===== src/rtl/calendar_counter.sv =====
// BCD calendar (year/month/day/weekday) advanced by day_tick and stepped back by day_dec.
// Loads are validated before being accepted; 2-digit years keep the century fixed.
module calendar_counter #(
    parameter int          YEAR_DIGITS = 4,
    parameter logic [7:0]  CENTURY     = 8'h20,
    parameter logic [31:0] RESET_DATE  = 32'h2019_0101,
    parameter logic [2:0]  RESET_WDAY  = 3'd2
) (
    input  logic        clk,
    input  logic        rst_n,
    input  logic        day_tick,
    input  logic        day_dec,
    input  logic        load,
    input  logic [31:0] set_date,
    input  logic [2:0]  set_wday,
    output logic [31:0] date_out,
    output logic [2:0]  wday_out,
    output logic        leap,
    output logic        month_wrap,
    output logic        year_wrap,
    output logic        load_err
);

    localparam logic        TWO_DIGIT   = (YEAR_DIGITS == 2);
    localparam logic [15:0] RESET_YEAR  = TWO_DIGIT ? {CENTURY, RESET_DATE[23:16]}
                                                    : RESET_DATE[31:16];
    localparam logic [7:0]  RESET_MONTH = RESET_DATE[15:8];
    localparam logic [7:0]  RESET_DAY   = RESET_DATE[7:0];

    function automatic logic div4(input logic [7:0] pair);
        logic t_even;
        logic o_ok_even;
        logic o_ok_odd;
        t_even    = (pair[7:4] == 4'd0) || (pair[7:4] == 4'd2) || (pair[7:4] == 4'd4) ||
                    (pair[7:4] == 4'd6) || (pair[7:4] == 4'd8);
        o_ok_even = (pair[3:0] == 4'd0) || (pair[3:0] == 4'd4) || (pair[3:0] == 4'd8);
        o_ok_odd  = (pair[3:0] == 4'd2) || (pair[3:0] == 4'd6);
        if (t_even) begin
            div4 = o_ok_even;
        end else begin
            div4 = o_ok_odd;
        end
    endfunction

    // A year ending in 00 falls back to the century pair (the 400-year rule in BCD form).
    function automatic logic is_leap(input logic [15:0] year);
        if (year[7:0] == 8'h00) begin
            is_leap = div4(year[15:8]);
        end else begin
            is_leap = div4(year[7:0]);
        end
    endfunction

    function automatic logic [7:0] days_in_month(input logic [7:0] month, input logic lp);
        case (month)
            8'h01, 8'h03, 8'h05, 8'h07, 8'h08, 8'h10, 8'h12: days_in_month = 8'h31;
            8'h04, 8'h06, 8'h09, 8'h11:                      days_in_month = 8'h30;
            8'h02:   days_in_month = lp ? 8'h29 : 8'h28;
            default: days_in_month = 8'h31;
        endcase
    endfunction

    function automatic logic [7:0] bcd_inc8(input logic [7:0] pair);
        if (pair[3:0] == 4'd9) begin
            if (pair[7:4] == 4'd9) begin
                bcd_inc8 = 8'h00;
            end else begin
                bcd_inc8 = {pair[7:4] + 4'd1, 4'd0};
            end
        end else begin
            bcd_inc8 = {pair[7:4], pair[3:0] + 4'd1};
        end
    endfunction

    function automatic logic [7:0] bcd_dec8(input logic [7:0] pair);
        if (pair[3:0] == 4'd0) begin
            if (pair[7:4] == 4'd0) begin
                bcd_dec8 = 8'h99;
            end else begin
                bcd_dec8 = {pair[7:4] - 4'd1, 4'd9};
            end
        end else begin
            bcd_dec8 = {pair[7:4], pair[3:0] - 4'd1};
        end
    endfunction

    function automatic logic [15:0] year_up(input logic [15:0] year);
        logic [7:0] hi;
        if (!TWO_DIGIT && (year[7:0] == 8'h99)) begin
            hi = bcd_inc8(year[15:8]);
        end else begin
            hi = year[15:8];
        end
        year_up = {hi, bcd_inc8(year[7:0])};
    endfunction

    function automatic logic [15:0] year_down(input logic [15:0] year);
        logic [7:0] hi;
        if (!TWO_DIGIT && (year[7:0] == 8'h00)) begin
            hi = bcd_dec8(year[15:8]);
        end else begin
            hi = year[15:8];
        end
        year_down = {hi, bcd_dec8(year[7:0])};
    endfunction

    function automatic logic nib_ok16(input logic [15:0] v);
        nib_ok16 = (v[15:12] <= 4'd9) && (v[11:8] <= 4'd9) &&
                   (v[7:4]   <= 4'd9) && (v[3:0]  <= 4'd9);
    endfunction

    logic [15:0] year_r;
    logic [7:0]  month_r;
    logic [7:0]  day_r;
    logic [2:0]  wday_r;
    logic        month_wrap_r;
    logic        year_wrap_r;
    logic        load_err_r;

    logic [15:0] year_n_s;
    logic [7:0]  month_n_s;
    logic [7:0]  day_n_s;
    logic [2:0]  wday_n_s;
    logic        month_wrap_n_s;
    logic        year_wrap_n_s;
    logic        load_err_n_s;

    logic [15:0] set_year_s;
    logic [7:0]  set_month_s;
    logic [7:0]  set_day_s;
    logic        set_valid_s;
    logic [7:0]  cur_dim_s;
    logic [15:0] dec_year_s;
    logic [7:0]  dec_month_s;
    logic [7:0]  dec_dim_s;

    // Load decode and validation against the month length of the year being loaded.
    always_comb begin
        set_year_s  = TWO_DIGIT ? {CENTURY, set_date[23:16]} : set_date[31:16];
        set_month_s = set_date[15:8];
        set_day_s   = set_date[7:0];
        set_valid_s = nib_ok16(set_year_s) && nib_ok16({set_month_s, set_day_s}) &&
                      (set_month_s >= 8'h01) && (set_month_s <= 8'h12) &&
                      (set_day_s >= 8'h01) &&
                      (set_day_s <= days_in_month(set_month_s, is_leap(set_year_s))) &&
                      (set_wday <= 3'd6);
    end

    // Target month/year when stepping back across a month boundary.
    always_comb begin
        cur_dim_s = days_in_month(month_r, is_leap(year_r));
        if (month_r == 8'h01) begin
            dec_month_s = 8'h12;
            dec_year_s  = year_down(year_r);
        end else begin
            dec_month_s = bcd_dec8(month_r);
            dec_year_s  = year_r;
        end
        dec_dim_s = days_in_month(dec_month_s, is_leap(dec_year_s));
    end

    // Next-state: load wins, otherwise exactly one of tick/dec moves the date.
    always_comb begin
        year_n_s       = year_r;
        month_n_s      = month_r;
        day_n_s        = day_r;
        wday_n_s       = wday_r;
        month_wrap_n_s = 1'b0;
        year_wrap_n_s  = 1'b0;
        load_err_n_s   = load_err_r;
        if (load) begin
            if (set_valid_s) begin
                year_n_s     = set_year_s;
                month_n_s    = set_month_s;
                day_n_s      = set_day_s;
                wday_n_s     = set_wday;
                load_err_n_s = 1'b0;
            end else begin
                load_err_n_s = 1'b1;
            end
        end else if (day_tick && !day_dec) begin
            wday_n_s = (wday_r == 3'd6) ? 3'd0 : wday_r + 3'd1;
            if (day_r < cur_dim_s) begin
                day_n_s = bcd_inc8(day_r);
            end else begin
                day_n_s        = 8'h01;
                month_wrap_n_s = 1'b1;
                if (month_r == 8'h12) begin
                    month_n_s     = 8'h01;
                    year_n_s      = year_up(year_r);
                    year_wrap_n_s = 1'b1;
                end else begin
                    month_n_s = bcd_inc8(month_r);
                end
            end
        end else if (day_dec && !day_tick) begin
            wday_n_s = (wday_r == 3'd0) ? 3'd6 : wday_r - 3'd1;
            if (day_r > 8'h01) begin
                day_n_s = bcd_dec8(day_r);
            end else begin
                month_wrap_n_s = 1'b1;
                year_wrap_n_s  = (month_r == 8'h01);
                month_n_s      = dec_month_s;
                year_n_s       = dec_year_s;
                day_n_s        = dec_dim_s;
            end
        end else begin
            year_n_s = year_r;
        end
    end

    // Calendar state register.
    always_ff @(posedge clk or negedge rst_n) begin
        if (!rst_n) begin
            year_r       <= RESET_YEAR;
            month_r      <= RESET_MONTH;
            day_r        <= RESET_DAY;
            wday_r       <= RESET_WDAY;
            month_wrap_r <= 1'b0;
            year_wrap_r  <= 1'b0;
            load_err_r   <= 1'b0;
        end else begin
            year_r       <= year_n_s;
            month_r      <= month_n_s;
            day_r        <= day_n_s;
            wday_r       <= wday_n_s;
            month_wrap_r <= month_wrap_n_s;
            year_wrap_r  <= year_wrap_n_s;
            load_err_r   <= load_err_n_s;
        end
    end

    assign date_out   = {year_r, month_r, day_r};
    assign wday_out   = wday_r;
    assign leap       = is_leap(year_r);
    assign month_wrap = month_wrap_r;
    assign year_wrap  = year_wrap_r;
    assign load_err   = load_err_r;

endmodule


===== config.mk =====
export PLATFORM = sky130hd
export DESIGN_NAME = calendar_counter
export DESIGN_NICKNAME = d
export VERILOG_FILES = /design/src/rtl/calendar_counter.sv
export SDC_FILE = /design/constraint.sdc
export NUM_CORES = 1
export LEC_CHECK = 0
export BUFFER_PORTS_ARGS = -buffer_cell sky130_fd_sc_hd__buf_2
export CELL_PAD_IN_SITES_DETAIL_PLACEMENT = 1
export CELL_PAD_IN_SITES_GLOBAL_PLACEMENT = 2
export CORE_AREA = 2 2 97 146
export DETAILED_ROUTE_END_ITERATION = 8
export DIE_AREA = 0 0 99 148
export PLACE_DENSITY = 0.86
export SKIP_LAST_GASP = 1
export SLEW_MARGIN = 10
export SYNTH_ARGS = -nofsm -noshare
export SYNTH_HDL_FRONTEND = slang
export SYNTH_SLANG_ARGS = --single-unit

===== constraint.sdc =====
create_clock -name clk -period 4.6 [get_ports clk]
set_input_delay 0.23 -clock clk [delete_from_list [all_inputs] [get_ports clk]]
set_output_delay 0.23 -clock clk [all_outputs]
set_load 0.02 [all_outputs]

Yosys cells after proc, flatten, opt, wreduce, memory -nomap -nowiden. Cells that the tools add are included.

Bits in registers: 38. Word-level logic and storage cells: 293. Input bits: 40. Output and inout bits: 39.

Eq/ne operators: 85. Add/subtract/negate cells: 18. Mux-type cells: 73. Magnitude comparators: 15. Reduce and logical (&&, ||, !) cells: 90.

Operator list (number): two-way mux 8 bit (32); two-way mux 16 bit (8); == test 4 x 3 -> 1 bit, second input constant (24); == test 4 bit, second input constant (20); zero test 4 bit (16); == test 4 x 2 -> 1 bit, second input constant (12); == test 8 x 3 -> 1 bit, second input constant (6); logical OR 1 bit (42); adder 4 x 1 -> 4 bit, second input constant (8); == test 8 x 5 -> 1 bit, second input constant (4); <= comparator 4 bit, second input constant (8); subtractor 4 x 1 -> 4 bit, second input constant (8); one-hot mux 5 bit (2 select lines) (3); == test 8 x 2 -> 1 bit, second input constant (3); == test 8 x 4 -> 1 bit, second input constant (3); zero test 8 bit (3); two-way mux 1 bit (24); two-way mux 3 bit (6); greater-or-equal comparator 8 x 1 -> 1 bit, second input constant (2); logical AND 1 bit (14); != test 3 x 2 -> 1 bit, second input constant (4); AND reduction 6 bit (2); OR reduction 4 bit (3); AND reduction 5 bit (2); 20 further kinds (24).

Longest topological paths before layout.
Depth in word-level cells: 18. Depth in mapped cells: 15. Gate-level depth less buffers: 14.

Worst setup path before layout. Ideal clock, no wire load.

Path type: register to register. Start: reg month_r[7]. End: reg year_r[9]. Path buffers: 3. Clock period less this slack: 3.381 ns. Data required time: 4.475 ns. Cell stages (with the launch flop): 14. Arrival time: 3.256 ns. Slack: 1.219 ns. Library setup time: 0.125 ns. Path through: dfrtp_1 > buf_6 > or4_4 > buf_6 > nor3_1 > inv_1 > ha_1 > o21ai_0 > a21oi_1 > o2111ai_1 > nand4_1 > buf_2 > o211ai_1 > mux2_2.

Longest elaborated chain between the ends: 6. Elaborated cells between the ends (all ways): 18. Classes of those cells: order compare (1); eq/ne (9); mux (6); reduce/logical (2).

Ends and longest elaborated chain: start: declaration (line 113) `logic [7:0] month_r;`; start signal: assignment (line 224) `month_r <= month_n_s;`; == test 8 x 3 -> 1 bit (tied with other cells) (line 55) `case (month)`; OR reduction 4 bit / two-way mux 16 bit (equally long branches) (line 55, 152); one-hot mux 5 bit (2 select lines) / two-way mux 16 bit (equally long branches) (line 55, 198); < comparator 8 bit / two-way mux 16 bit (equally long branches) (line 183, 196); != test 3 bit (no line) / two-way mux 16 bit (equally long branches); AND reduction 6 bit (no line) / two-way mux 16 bit (equally long branches); end signal: assignment (line 223) `year_r <= year_n_s;`; end: declaration (line 112) `logic [15:0] year_r;`.

Parallel ways exist; a longest one is shown, timed or not. The select of a mux whose other input is x is not followed. A chain may end at the register's enable or synchronous reset.

Worst setup path in the final report.
Start: reg month_r[3]. End: reg year_r[9].

Same word-level chain as after synthesis.

==> results.toml <==
[status]
status = "finished clean"

[final_layout]
layout.cells.non_filler = 808
syn2layout_area_growth_pct = 16.9
drive_gt1_share_pct = 19.0
fillCellCount = 1681
n_antenna_cell = 0
final_nets = 700

[yosys]
syn_area_per_cell_um2 = 7.14
synth_area_mm2 = 0.00421
synth_common_cells = "62 x o21ai_0, 58 x nand2_1, 57 x nor2_1"
synth.top_cell.area_share_pct = 18.4
synth_fp_nets = 645
yosysUniqueCellTypes = 76
synthMuxAreaShare_pct = 3.45
synth-seq-cells = 38
synth_top_family_by_area = "compound AO/OA/AOI/OAI gates"
synthSimpleGateAreaFrac_pct = 29.3
synth_cells = 590
yosys.area.top_type = "dfrtp_1"
post-synth-top-count-cell = "o21ai_0"
synth_edf_count = 0
synth_fa_ha_area_share_pct = 4.46
synth_compound_area_share_pct = 30.7
synth_async_sr_flop_share_pct = 100
yosys_warnings = 0
ys_seq_area_share_pct = 22.8
synthTopCellsByArea = "dfrtp_1 18%, o21ai_0 7.4%, a21oi_1 5.9%, nand2_1 5.2%, nor2_1 5.1%"
synth_flop_cell = "dfrtp_1"
synthXorXnorAreaFrac_pct = 2.70

[clock_tree]
clk_pin_slew_ps = 70
clk_latency_ps = 290
root_buffer = "clkbuf_16"
ctsHtreeMaxLevel = 2
postCtsSetupBuffers = 0
clockBufferDepth = 2
cts_hold_buf = 0
post_cts_resized = 0
cts_inserted_buffers = 5
cts.sinks = 38
cts_tree = "yes"

[timing]
worst_slack_ps = 287
relSlewSlack_pct = 32.6
report.final.hold_viol_count = 0
finalMaxSlewViolations = 0
skew_ps = 8.12
worst_pin_slew_ps = 1010
rsz0062_at_grt = "false"
max_freq_mhz = 232
post-route-period-util_pct = 93.8
finalSetupViolCount = 0
setup_tns_ps = 0
period_needed_ps = 4310
holdWs_ps = 117

[pwr]
worst_ir_drop_vdd_v = 0.000201
power.density_mw_per_mm2 = 423
p_total_mw = 2.08
cellLeakagePower_nw = 1.98

[worst_setup_path]
crit_type = "reg2reg"
end_kind = "flip-flop"
cp_slowest_cell = "or4_4"
crit_arrival_ps = 4490
crit_required_ps = 4770
startpoint_type = "flip-flop"
max_stage_delay_ps = 670
cp_top_family = "simple AND/OR/NAND/NOR gates"
crit_fanout = 14
critPathBufInv = 1
cp_cell_sequence = "or4_4, nor3_1, inv_1, ha_1, nor2_1, o311ai_0, o21ai_0, nand4_1, o211ai_1, mux2_2"

[floorplan]
die_area_mm2 = 0.0147
fp.dieH_um = 148
pin_count = 79
core_area_mm2 = 0.0133
die_x_um = 99
fp-row-count = 52
initial_core_util_pct = 31.6

[global_route]
grt_pass1_vias = 5062
grt-ovfl-total = 0
antenna_found_initial = 0
grt_usage_pct = 22.7
grt_pass1_wl_um = 26800
grt_max_degree = 40

[routing]
drt_wl_total_um = 16900
vias = 4840
viasPerCell = 5.99
antenna_left = 0
wl_per_cell_um = 20.9
drt_iter0_drc = 253
remaining_drc_errors = 0
drt-pass1-iter-count = 5

[placement]
gp_congestion = 0.902
hpwl_um = 12600
place_ws_ps = 452
dpl.cell_count = 800
portBuffers = 78

[job]
max_cap_violations = 0

[worst_hold_path]
hold_class = "in2async"
-- layer usage --
layer | routed length, um | up-vias | track usage, %
met1 | 6810 | 2394 | 26.3
li1 | - | 2293 | -
met2 | 8820 | 117 | 41.3
met4 | 709 | 0 | 10.7
met3 | 574 | 36 | 2.46
met5 | 0 | - | 0
-- logic make-up (layout without fill, tap and decap cells) --
family,count (synthesis),after routing
buffers and inverters,69,125
AO/OA/AOI/OAI,203,203
flip-flops,38,38
XOR/XNOR,13,13
AND/OR/NAND/NOR,238,238
multiplexers,14,14
adder cells (fa/ha/maj),15,15
-- placed cells by master (no fill, tap or decap), types with 15 or more instances in the layout --
| cell | instances |
|---|---|
| a21oi_1 | 50 |
| buf_2 | 78 |
| dfrtp_1 | 31 |
| ha_1 | 15 |
| inv_1 | 25 |
| nand2_1 | 58 |
| nand2b_1 | 16 |
| nor2_1 | 57 |
| nor3_1 | 28 |
| o21ai_0 | 62 |
-- state kept, by name, indices dropped and copies added, names as in the netlist --
name,cells
load_err,1
year_wrap,1
day_r,8
month_r,8
wday_out,3
month_wrap,1
year_r,16
-- path summary, 6_finish.rpt --
kind,from,end,slack (ps),cells past startpoint
worst min register to register,load_err$_DFFE_PN0P_,load_err$_DFFE_PN0P_,560,2
worst max register to register,month_r[3]$_DFFE_PN0P_,year_r[9]$_DFFE_PN0P_,290,10
worst max-delay path,month_r[3]$_DFFE_PN0P_,year_r[9]$_DFFE_PN0P_,290,10
worst min-delay path,rst_n,month_r[4]$_DFFE_PN0P_,120,1
max in group asynchronous,rst_n,year_r[6]$_DFFE_PN0P_,3860,1
min in group clk,set_wday[2],wday_out[2]$_DFFE_PN0P_,200,3
-- where the power goes --
part           internal [mW]  leakage, nW  switching, mW
registers              0.426        0.449          0.250
clock network          0.326       0.0971          0.152
logic                  0.361         1.43          0.567
-- area by class of cell --
class / instances / area [um2] / area share [%]
multi-input combinational: 483 / 2980 / 60.5
sequential: 38 / 960 / 19.5
timing repair buffer: 91 / 488 / 9.91
tap: 162 / 203 / 4.12
clock buffer: 6 / 139 / 2.82
inverter: 26 / 97.6 / 1.98
clock inverter: 2 / 60.1 / 1.22
-- through the flow --
stage / utilization [%] / cell area, um2
2_1_floorplan: - / 4210
3_3_place_gp: 35.4 / 4720
3_5_place_dp: 35.4 / 4720
4_1_cts: 36.9 / 4920
5_1_grt: 36.9 / 4920
6_report: 36.9 / 4920
No activity file was read; power rests on OpenSTA's default activity.
